## src/rtl/lsu_mem_sequencer_pkg.sv

```systemverilog
// lsu_pkg: shared constants, FSM state and thread-index types for the LSU memory sequencer
// Ports: none (package)
package lsu_pkg;
    localparam int DATA_WIDTH  = 16;
    localparam int ADDR_WIDTH  = 8;
    localparam int NUM_THREADS = 8;
    localparam int IDX_WIDTH   = $clog2(NUM_THREADS);
    typedef enum logic [1:0] {IDLE, ISSUE, WAIT, DONE} state_e;
    typedef logic [IDX_WIDTH-1:0] idx_t;
endpackage

```

## src/rtl/lsu_mem_sequencer_mask_next_idx.sv

```systemverilog
// mask_next_idx: finds the lowest set mask bit above idx (or the lowest set bit overall when start is high)
// Ports: mask - thread mask; idx - current thread; start - search from bit 0;
//        next_idx - found thread; none - no qualifying bit
module mask_next_idx
    import lsu_pkg::*;
#(
    parameter int NUM_THREADS = lsu_pkg::NUM_THREADS
) (
    input  logic [NUM_THREADS-1:0]         mask,
    input  logic [$clog2(NUM_THREADS)-1:0] idx,
    input  logic                           start,
    output logic [$clog2(NUM_THREADS)-1:0] next_idx,
    output logic                           none
);
    localparam int IW = $clog2(NUM_THREADS);
    always_comb begin
        next_idx = '0;
        none = 1'b1;
        for (int j = NUM_THREADS - 1; j >= 0; j--)
            if (mask[j] && (start || j > int'(idx))) begin
                next_idx = IW'(j);
                none = 1'b0;
            end
    end
endmodule

```

## src/rtl/lsu_mem_sequencer.sv

```systemverilog
// lsu_mem_sequencer: serialises a warp-wide load/store into single-word memory requests
// Ports: clk, reset (async, active-low);
//        op_valid/op_ready/op_is_store/op_mask/op_addr/op_wdata - warp operation from the AGU;
//        mem_req/mem_we/mem_addr/mem_wdata/mem_gnt/mem_rvalid/mem_rdata - data-memory port;
//        ld_data - per-thread load results; done - completion pulse; busy - operation in progress
module lsu_mem_sequencer
    import lsu_pkg::*;
#(
    parameter int DATA_WIDTH  = lsu_pkg::DATA_WIDTH,
    parameter int ADDR_WIDTH  = lsu_pkg::ADDR_WIDTH,
    parameter int NUM_THREADS = lsu_pkg::NUM_THREADS
) (
    input  logic                              clk,
    input  logic                              reset,
    input  logic                              op_valid,
    output logic                              op_ready,
    input  logic                              op_is_store,
    input  logic [NUM_THREADS-1:0]            op_mask,
    input  logic [NUM_THREADS*ADDR_WIDTH-1:0] op_addr,
    input  logic [NUM_THREADS*DATA_WIDTH-1:0] op_wdata,
    output logic                              mem_req,
    output logic                              mem_we,
    output logic [ADDR_WIDTH-1:0]             mem_addr,
    output logic [DATA_WIDTH-1:0]             mem_wdata,
    input  logic                              mem_gnt,
    input  logic                              mem_rvalid,
    input  logic [DATA_WIDTH-1:0]             mem_rdata,
    output logic [NUM_THREADS*DATA_WIDTH-1:0] ld_data,
    output logic                              done,
    output logic                              busy
);
    localparam int IW = $clog2(NUM_THREADS);
    state_e                            state;
    logic                              st_r;
    logic [NUM_THREADS-1:0]            mask_r;
    logic [NUM_THREADS*ADDR_WIDTH-1:0] addr_r;
    logic [NUM_THREADS*DATA_WIDTH-1:0] wdata_r;
    logic [IW-1:0]                     idx;
    logic [NUM_THREADS-1:0]            merge;
    logic                              chain;
    logic [NUM_THREADS-1:0]            search_mask;
    logic [IW-1:0]                     nxt;
    logic                              none;
    logic [ADDR_WIDTH-1:0]             cur_addr;
    assign cur_addr = addr_r[idx*ADDR_WIDTH +: ADDR_WIDTH];
    // Threads directly following idx that load the same address share the returned word.
    always_comb begin
        merge = '0;
        chain = 1'b1;
        for (int j = 0; j < NUM_THREADS; j++)
            if (!st_r && j > int'(idx) && mask_r[j] && chain) begin
                if (addr_r[j*ADDR_WIDTH +: ADDR_WIDTH] == cur_addr) merge[j] = 1'b1;
                else chain = 1'b0;
            end
    end
    assign search_mask = (state == IDLE) ? op_mask : (mask_r & ~merge);
    mask_next_idx #(.NUM_THREADS(NUM_THREADS)) u_next (
        .mask    (search_mask),
        .idx     (idx),
        .start   (state == IDLE),
        .next_idx(nxt),
        .none    (none)
    );
    always_ff @(posedge clk or negedge reset) begin
        if (!reset) begin
            state   <= IDLE;
            st_r    <= 1'b0;
            mask_r  <= '0;
            addr_r  <= '0;
            wdata_r <= '0;
            idx     <= '0;
            ld_data <= '0;
        end else begin
            case (state)
                IDLE: if (op_valid) begin
                    st_r    <= op_is_store;
                    mask_r  <= op_mask;
                    addr_r  <= op_addr;
                    wdata_r <= op_wdata;
                    idx     <= nxt;
                    state   <= none ? DONE : ISSUE;
                end
                ISSUE: if (mem_gnt) begin
                    if (st_r) begin
                        idx   <= nxt;
                        state <= none ? DONE : ISSUE;
                    end else state <= WAIT;
                end
                WAIT: if (mem_rvalid) begin
                    for (int j = 0; j < NUM_THREADS; j++)
                        if (j == int'(idx) || merge[j]) ld_data[j*DATA_WIDTH +: DATA_WIDTH] <= mem_rdata;
                    idx   <= nxt;
                    state <= none ? DONE : ISSUE;
                end
                default: state <= IDLE;
            endcase
        end
    end
    assign op_ready  = state == IDLE;
    assign busy      = state != IDLE;
    assign done      = state == DONE;
    assign mem_req   = state == ISSUE;
    assign mem_we    = mem_req & st_r;
    assign mem_addr  = mem_req ? cur_addr : '0;
    assign mem_wdata = mem_req ? wdata_r[idx*DATA_WIDTH +: DATA_WIDTH] : '0;
endmodule

```

## config.mk

```make
export PLATFORM = sky130hd
export DESIGN_NAME = lsu_mem_sequencer
export DESIGN_NICKNAME = d
export VERILOG_FILES = /design/src/rtl/lsu_mem_sequencer_pkg.sv /design/src/rtl/lsu_mem_sequencer_mask_next_idx.sv /design/src/rtl/lsu_mem_sequencer.sv
export SDC_FILE = /design/constraint.sdc
export NUM_CORES = 1
export LEC_CHECK = 0
export BUFFER_PORTS_ARGS = -buffer_cell sky130_fd_sc_hd__buf_4
export CAP_MARGIN = 30
export CORE_UTILIZATION = 40
export CTS_BUF_LIST = sky130_fd_sc_hd__clkbuf_4
export CTS_CLUSTER_DIAMETER = 50
export CTS_CLUSTER_SIZE = 25
export DETAILED_ROUTE_END_ITERATION = 12
export PLACE_DENSITY = 0.67
export SETUP_SLACK_MARGIN = 0.15
export SLEW_MARGIN = 5
export SYNTH_ARGS = -nofsm -noshare
export SYNTH_HDL_FRONTEND = slang
export SYNTH_SLANG_ARGS = --single-unit
export TNS_END_PERCENT = 1
```

## constraint.sdc

```tcl
create_clock -name clk -period 9.05 [get_ports clk]
set_input_delay 0.905 -clock clk [delete_from_list [all_inputs] [get_ports clk]]
set_output_delay 0.905 -clock clk [all_outputs]
set_load 0.005 [all_outputs]
```

# After elaboration in Yosys (flattened, before gate mapping)
# Index checks and enable logic that the tools add are counted.
[classes]
bitwise = 3
n_shift = 2
reduce_logical = 58
mux = 55
order_cmp = 7
eq_ne = 21
[ops]
columns = ["cell", "count"]
rows = [
  ["$shiftx 128x8->16", 1],
  ["$shiftx 64x7->8", 1],
  ["$eq 8x8->1", 7],
  ["$mux 3", 12],
  ["$mux 1", 33],
  ["$logic_and 1x1->1", 28],
  ["$reduce_and 3->1", 9],
  ["$mux 16", 1],
  ["$mux 8", 2],
  ["$logic_or 1x1->1", 14],
  ["$eq 3x3->1 const A", 4],
  ["$gt 3x3->1 const A", 4],
  ["$mux 2", 5],
  ["$pmux 3 s3", 1],
  ["$and 8x8->8", 1],
  ["$not 8->8", 1],
  ["$eq 2x3->1 const A", 2],
  ["$gt 2x3->1 const A", 2],
  ["$pmux 2 s3", 1],
  ["$reduce_and 5->1", 1],
  ["$eq 2x2->1 const B", 2],
  ["$ne 2x1->1 const B", 2],
  ["$ne 2x2->1 const B", 2],
  ["$eq 1x3->1 const A", 1],
  ["other kinds (9)", 9],
]
[totals]
register_bits = 334
wordCells = 160
out_inout_bits = 157
inputBits = 222

# Longest topological paths before layout
[depth]
depth_word = 32
mapped_depth = 14
ltp_nobuf = 10

# By module
# A second synthesis with hierarchy kept.
[hier_totals]
cells_unflattened = 1187
area_unflattened_um2 = 15949.0
[modules_own_cells]
columns = ["module", "seq_area_each_um2", "area_each_um2", "cells_each", "instances"]
rows = [
  ["lsu_mem_sequencer", 8358.0, 15705.1, 1150, 1],
  ["mask_next_idx", 0.0, 244.0, 37, 1],
]

# Worst setup path after synthesis
# OpenSTA, ideal clock, no wires.
[synth_path]
path_type = "register -> register"
from = "register idx[0]"
to = "register idx[2]"
required_ns = 8.928
arrival_ns = 3.288
setup_time_ns = 0.122
path_slack_ns = 5.640
path_stages_with_launch = 13
path_cell_list = "dfrtp_1 -> buf_4 -> buf_6 -> and3b_1 -> a222oi_1 -> nand2_2 -> xor2_1 -> nand4_1 -> nor4_4 -> o21ai_1 -> a221oi_2 -> or3b_1 -> a32o_1"
[synth_via]
elab_chain_cells = 31
elab_cells_between_ends = 90
cone_classes = "order compare (7); eq/ne (7); shift (1); mux (39); bitwise (2); reduce/logical (34)"
[synth_lines]
columns = ["element", "line", "source"]
rows = [
  ["start, declared", "lsu_mem_sequencer.sv:38", "logic [IW-1:0] idx;"],
  ["start signal, assigned", "lsu_mem_sequencer.sv:80", "idx <= nxt;"],
  ["start signal, assigned", "lsu_mem_sequencer.sv:85", "idx <= nxt;"],
  ["start signal, assigned", "lsu_mem_sequencer.sv:92", "idx <= nxt;"],
  ["$shiftx 64x7->8 or $gt 1x3->1 (tied branches)", "lsu_mem_sequencer.sv:45, lsu_mem_sequencer_mask_next_idx.sv:20, lsu_mem_sequencer.sv:51", ""],
  ["$eq 8x8->1 or $logic_and 1x1->1 (tied branches)", "lsu_mem_sequencer.sv:52, lsu_mem_sequencer.sv:51", ""],
  ["$mux 1 or $logic_and 1x1->1 (tied branches)", "lsu_mem_sequencer.sv:52, lsu_mem_sequencer.sv:51", ""],
  ["$mux 1", "lsu_mem_sequencer.sv:51", "if (!st_r && j > int'(idx) && mask_r[j] && chain) begin"],
  ["$mux 1 or $logic_and 1x1->1 (tied branches)", "lsu_mem_sequencer.sv:52, lsu_mem_sequencer.sv:51", ""],
  ["$mux 1", "lsu_mem_sequencer.sv:51", ""],
  ["$mux 1 or $logic_and 1x1->1 (tied branches)", "lsu_mem_sequencer.sv:52, lsu_mem_sequencer.sv:51", ""],
  ["$mux 1", "lsu_mem_sequencer.sv:51", ""],
  ["[9 not listed]", "--", ""],
  ["$and 8x8->8", "lsu_mem_sequencer.sv:56", "assign search_mask = (state == IDLE) ? op_mask : (mask_r & ~merge);"],
  ["$mux 8", "lsu_mem_sequencer.sv:56", ""],
  ["$logic_and 1x1->1", "lsu_mem_sequencer_mask_next_idx.sv:20", "if (mask[j] && (start || j > int'(idx))) begin"],
  ["$mux 3 (6 in series)", "lsu_mem_sequencer_mask_next_idx.sv:20", ""],
  ["$mux 3 (*) (2 in series)", "lsu_mem_sequencer_mask_next_idx.sv:20", ""],
  ["$mux 3", "lsu_mem_sequencer.sv:84", "if (st_r) begin"],
  ["$mux 3", "lsu_mem_sequencer.sv:83", "ISSUE: if (mem_gnt) begin"],
  ["$pmux 3 s3 (*)", "lsu_mem_sequencer.sv:74", "case (state)"],
]
# Mark *: on every way between the ends. The rest lies on a longest branch, timed or not. The select of a mux whose other input is x is not followed.
# A chain may end at the register's enable or synchronous reset.

# Worst setup path after layout
[layout_path]
from = "register idx[2]"
to = "register ld_data[76]"
[layout_via]
elab_chain_cells = 12
elab_cells_between_ends = 31
cone_classes = "order compare (4); eq/ne (5); shift (1); mux (8); reduce/logical (13)"
[layout_lines]
columns = ["element", "line", "source"]
rows = [
  ["$shiftx 64x7->8 or $gt 1x3->1 (tied branches)", "lsu_mem_sequencer.sv:45, lsu_mem_sequencer.sv:51", ""],
  ["$eq 8x8->1 or $logic_and 1x1->1 (tied branches)", "lsu_mem_sequencer.sv:52, lsu_mem_sequencer.sv:51", ""],
  ["$mux 1 or $logic_and 1x1->1 (tied branches)", "lsu_mem_sequencer.sv:52, lsu_mem_sequencer.sv:51", ""],
  ["$mux 1", "lsu_mem_sequencer.sv:51", ""],
  ["$mux 1 or $logic_and 1x1->1 (tied branches)", "lsu_mem_sequencer.sv:52, lsu_mem_sequencer.sv:51", ""],
  ["$mux 1", "lsu_mem_sequencer.sv:51", ""],
  ["$mux 1 or $logic_and 1x1->1 (tied branches)", "lsu_mem_sequencer.sv:52, lsu_mem_sequencer.sv:51", ""],
  ["$mux 1", "lsu_mem_sequencer.sv:51", ""],
  ["$logic_and 1x1->1", "lsu_mem_sequencer.sv:51", ""],
  ["$mux 1", "lsu_mem_sequencer.sv:51", ""],
  ["$logic_or 1x1->1 (*)", "lsu_mem_sequencer.sv:91", "if (j == int'(idx) || merge[j]) ld_data[j*DATA_WIDTH +: DATA_WIDTH] <= mem_rdata;"],
  ["$reduce_and 3->1 (no source line) (*)", "--", ""],
  ["end, declared", "lsu_mem_sequencer.sv:28", "output logic [NUM_THREADS*DATA_WIDTH-1:0] ld_data,"],
]
# Mark *: on every way between the ends. The rest lies on a longest branch, timed or not.

==> impl_metrics.csv <==
group,metric,value,unit
status,outcome,"finished, final reports clean",
floorplan,num_rows,71,
placed_design,postPlaceCellArea,18900,sq um
route,wl_met3,4130,um
layout,drive_gt1_share,55.7,%
synthesis,netlist.area_leader.share,53.5,%
power_and_ir_drop,power_density,340,nW/um^2
clocking,clock-sinks,333,
route,wl_met2,20900,um
synthesis,synth_edf_count,0,
layout,fillers,3290,
timing,finalHoldViolations,0,
layout,multi_input_area,6860,sq um
power_and_ir_drop,p_comb_share,47.2,%
power_and_ir_drop,sequentialPowerShare,39.4,%
timing,whs,0.0877,ns
timing,finalCritPeriodShare,53.8,%
floorplan,die_w,199,um
grt,grt_max_degree,162,
power_and_ir_drop,clkPwrFrac,13.4,%
timing,tightestPinTransition,0.983,ns
job,timing.max_cap.violations,0,
route,vias,10700,
route,ant_nets,0,
synthesis,synth_warnings,0,
layout,fin_area,19500,sq um
synthesis,yosysMostFrequentCell,"dfrtp_1",
synthesis,synth_async_sr_flop_share,100,%
clocking,root_buffer,"clkbuf_4",
route,first_pass_iters,5,
timing,min_period,4.87,ns
worst_setup_path,start_kind,"register",
floorplan,start_util,41.0,%
timing,finalSetupTns,0,ns
worst_setup_path,cp_top_family,"simple AND/OR/NAND/NOR gates",
clocking,cts_resized,0,
worst_setup_path,crit_fanout,30,
synthesis,ys.flop_type,"dfrtp_1",
grt,globalRoute.totalOverflow,0,
layout,nets,1702,
worst_hold_path,hold_class,"in -> async",
floorplan,ios,379,
worst_setup_path,end_kind,"register",
route,drc,0,
grt,grt_use_total,22.5,%
placed_design,io_buffer_count,378,
power_and_ir_drop,intPower,4.09,mW
floorplan,fp.dieH,199,um
floorplan,die_area,39700,sq um
worst_setup_path,worstPathCellList,"buf_4 -> nor2b_1 -> a22oi_1 -> nand2_2 -> xor2_1 -> nand4_1 -> o21bai_1 -> nand3_2 -> nand4b_4 -> a21oi_4 -> mux2_1",
placed_design,place_congestion,0.892,
grt,grt_pass1_vias,11100,
synthesis,yosys-top-cells-count,"dfrtp_1 (333), mux2_2 (287), nand2_1 (60)",
power_and_ir_drop,p_sw_share,38.5,%
grt,antenna_found_initial,1,
layout,fin_util,51.5,%
route,top_layer_used,"met4",
clocking,cts.clk_slew.worst_paths,0.19,ns
clocking,cts_hold_buf,0,
synthesis,syn_nets,1332,
worst_setup_path,crit_slowest_cell,"nor2b_1",
timing,setup_viol,0,
synthesis,synthTopCellsByArea,"dfrtp_1 (54%), mux2_2 (21%), mux4_2 (4.8%)",
timing,rsz0062_at_grt,"no",
worst_setup_path,worstSetupPathType,"reg -> reg",
synthesis,synth_cell_types,84,
clocking,cts-htree-levels,2,
route,drt_wl_total,44400,um
grt,grt_pass1_wl,67100,um
route,drt-wirelength-per-cell,22.0,um
route,wl_met1,18300,um
synthesis,ys_seq_elements,333,
worst_setup_path,worst-path-buf-inv,1,
timing,fmax,206,MHz
synthesis,synth_top_cell_by_area,"dfrtp_1",
placed_design,dp_slack,4.32,ns
clocking,clkLatencyLatePin,0.79,ns
synthesis,syn_inst,1110,
timing,fin_ws,4.18,ns
worst_setup_path,max_stage_delay,0.66,ns
synthesis,ys_seq_area_share,53.5,%
clocking,cts_made_buffers,38,
layout,area_growth,25.5,%
power_and_ir_drop,p_leak,9.08,nW
placed_design,hpwl,32700,um
clocking,post_cts_buffers,0,
power_and_ir_drop,switching_power,2.55,mW
timing,drv_slew,0,
timing,skew,0.0864,ns
synthesis,synth_area,15600,sq um
route,vias_per_cell,5.29,
worst_setup_path,required,9.67,ns
clocking,cts_tree,"yes",
timing,slew_headroom,34.5,%
clocking,clockBufferDepth,3,
floorplan,core,37900,sq um
route,first_iter_violations,502,
power_and_ir_drop,ir_drop,0.173,mV
layout,regArea,8340,sq um
worst_setup_path,arrival,5.48,ns
synthesis,avgSynthCellArea,14.0,sq um
## worst reg2reg max path: stages, from the launching register on
cell      delay (ns)
dfrtp_1         0.64
buf_4           0.46
nor2b_1         0.69
a22oi_1         0.32
nand2_2         0.30
xor2_1          0.21
nand4_1         0.19
o21bai_1        0.38
nand3_2         0.28
nand4b_4        0.26
a21oi_4         0.59
mux2_1          0.41
## state kept, by name, indices dropped and copies added, names as in the netlist
signal / flops
ld_data: 128
wdata_r: 128
addr_r: 64
mask_r: 7
idx: 3
state: 2
st_r: 1
## worst paths after layout
check | start | end | slack (ns) | cells after the start
setup / recovery | idx[2]$_DFFE_PN0P_ | ld_data[76]$_DFFE_PN0P_ | 4.18 | 11
hold / removal | reset | addr_r[59]$_DFFE_PN0P_ | 0.09 | 1
setup reg to reg | idx[2]$_DFFE_PN0P_ | ld_data[76]$_DFFE_PN0P_ | 4.18 | 11
hold reg to reg | ld_data[94]$_DFFE_PN0P_ | ld_data[94]$_DFFE_PN0P_ | 0.51 | 1
max in group asynchronous | reset | wdata_r[3]$_DFFE_PN0P_ | 7.54 | 2
min in group clk | op_addr[53] | addr_r[53]$_DFFE_PN0P_ | 0.32 | 2
## cells in the final DEF, fill, tap and decap left out, drive strengths merged, types with 8 or more instances in the layout
master	instances
mux4	33
nor4	8
xor2	24
mux2i	15
a21oi	28
xnor2	24
o22ai	8
mux2	332
nor2	20
clkinv	11
dfrtp	333
nor3	12
buf	393
clkbuf	41
nand2	65
nand3	18
o21ai	23
inv	24
## logic make-up (layout without fill, tap and decap cells)
| group | after synthesis | count (layout) | synth area share [%] |
|---|---|---|---|
| mux | 380 | 380 | 30.2 |
| flops | 333 | 333 | 53.5 |
| other cells | 0 | 1 | 0 |
| simple gates | 166 | 166 | 5.76 |
| compound gates | 108 | 108 | 5.31 |
| xor+xnor | 48 | 48 | 2.70 |
| buf+inv | 75 | 472 | 2.43 |
## layer usage
metal,up-vias,track usage [%]
li1,4835,-
met4,0,6.75
met5,-,0
met2,406,35.9
met1,5388,29.3
met3,54,7.05
## final cells by class
type                            instances  area share [%]
Antenna cell                            1          0.0128
Tap cell                              511            3.28
Sequential cell                       333            42.7
Clock buffer                           41            1.58
Clock inverter                         26            1.36
Timing Repair Buffer                  393            15.7
Multi-Input combinational cell        702            35.1
Inverter                               12           0.231
## stage by stage
step	cells	power (mW)
final	2019	6.64
after global routing	2019	7.09
after CTS	2017	6.70
after detailed placement	1950	5.79
after global placement	1944	5.71
after floorplan	1110	4.58
## power groups by stage
stage	sequential, mW	combinational (mW)	clock, mW
3_5_place_dp	2.65	3.14	0
6_report	2.61	3.13	0.891
3_3_place_gp	2.65	3.05	0
2_1_floorplan	2.46	2.12	0
5_1_grt	2.70	3.39	0.990
4_1_cts	2.61	3.15	0.931
(Power assumes the default switching activity.)
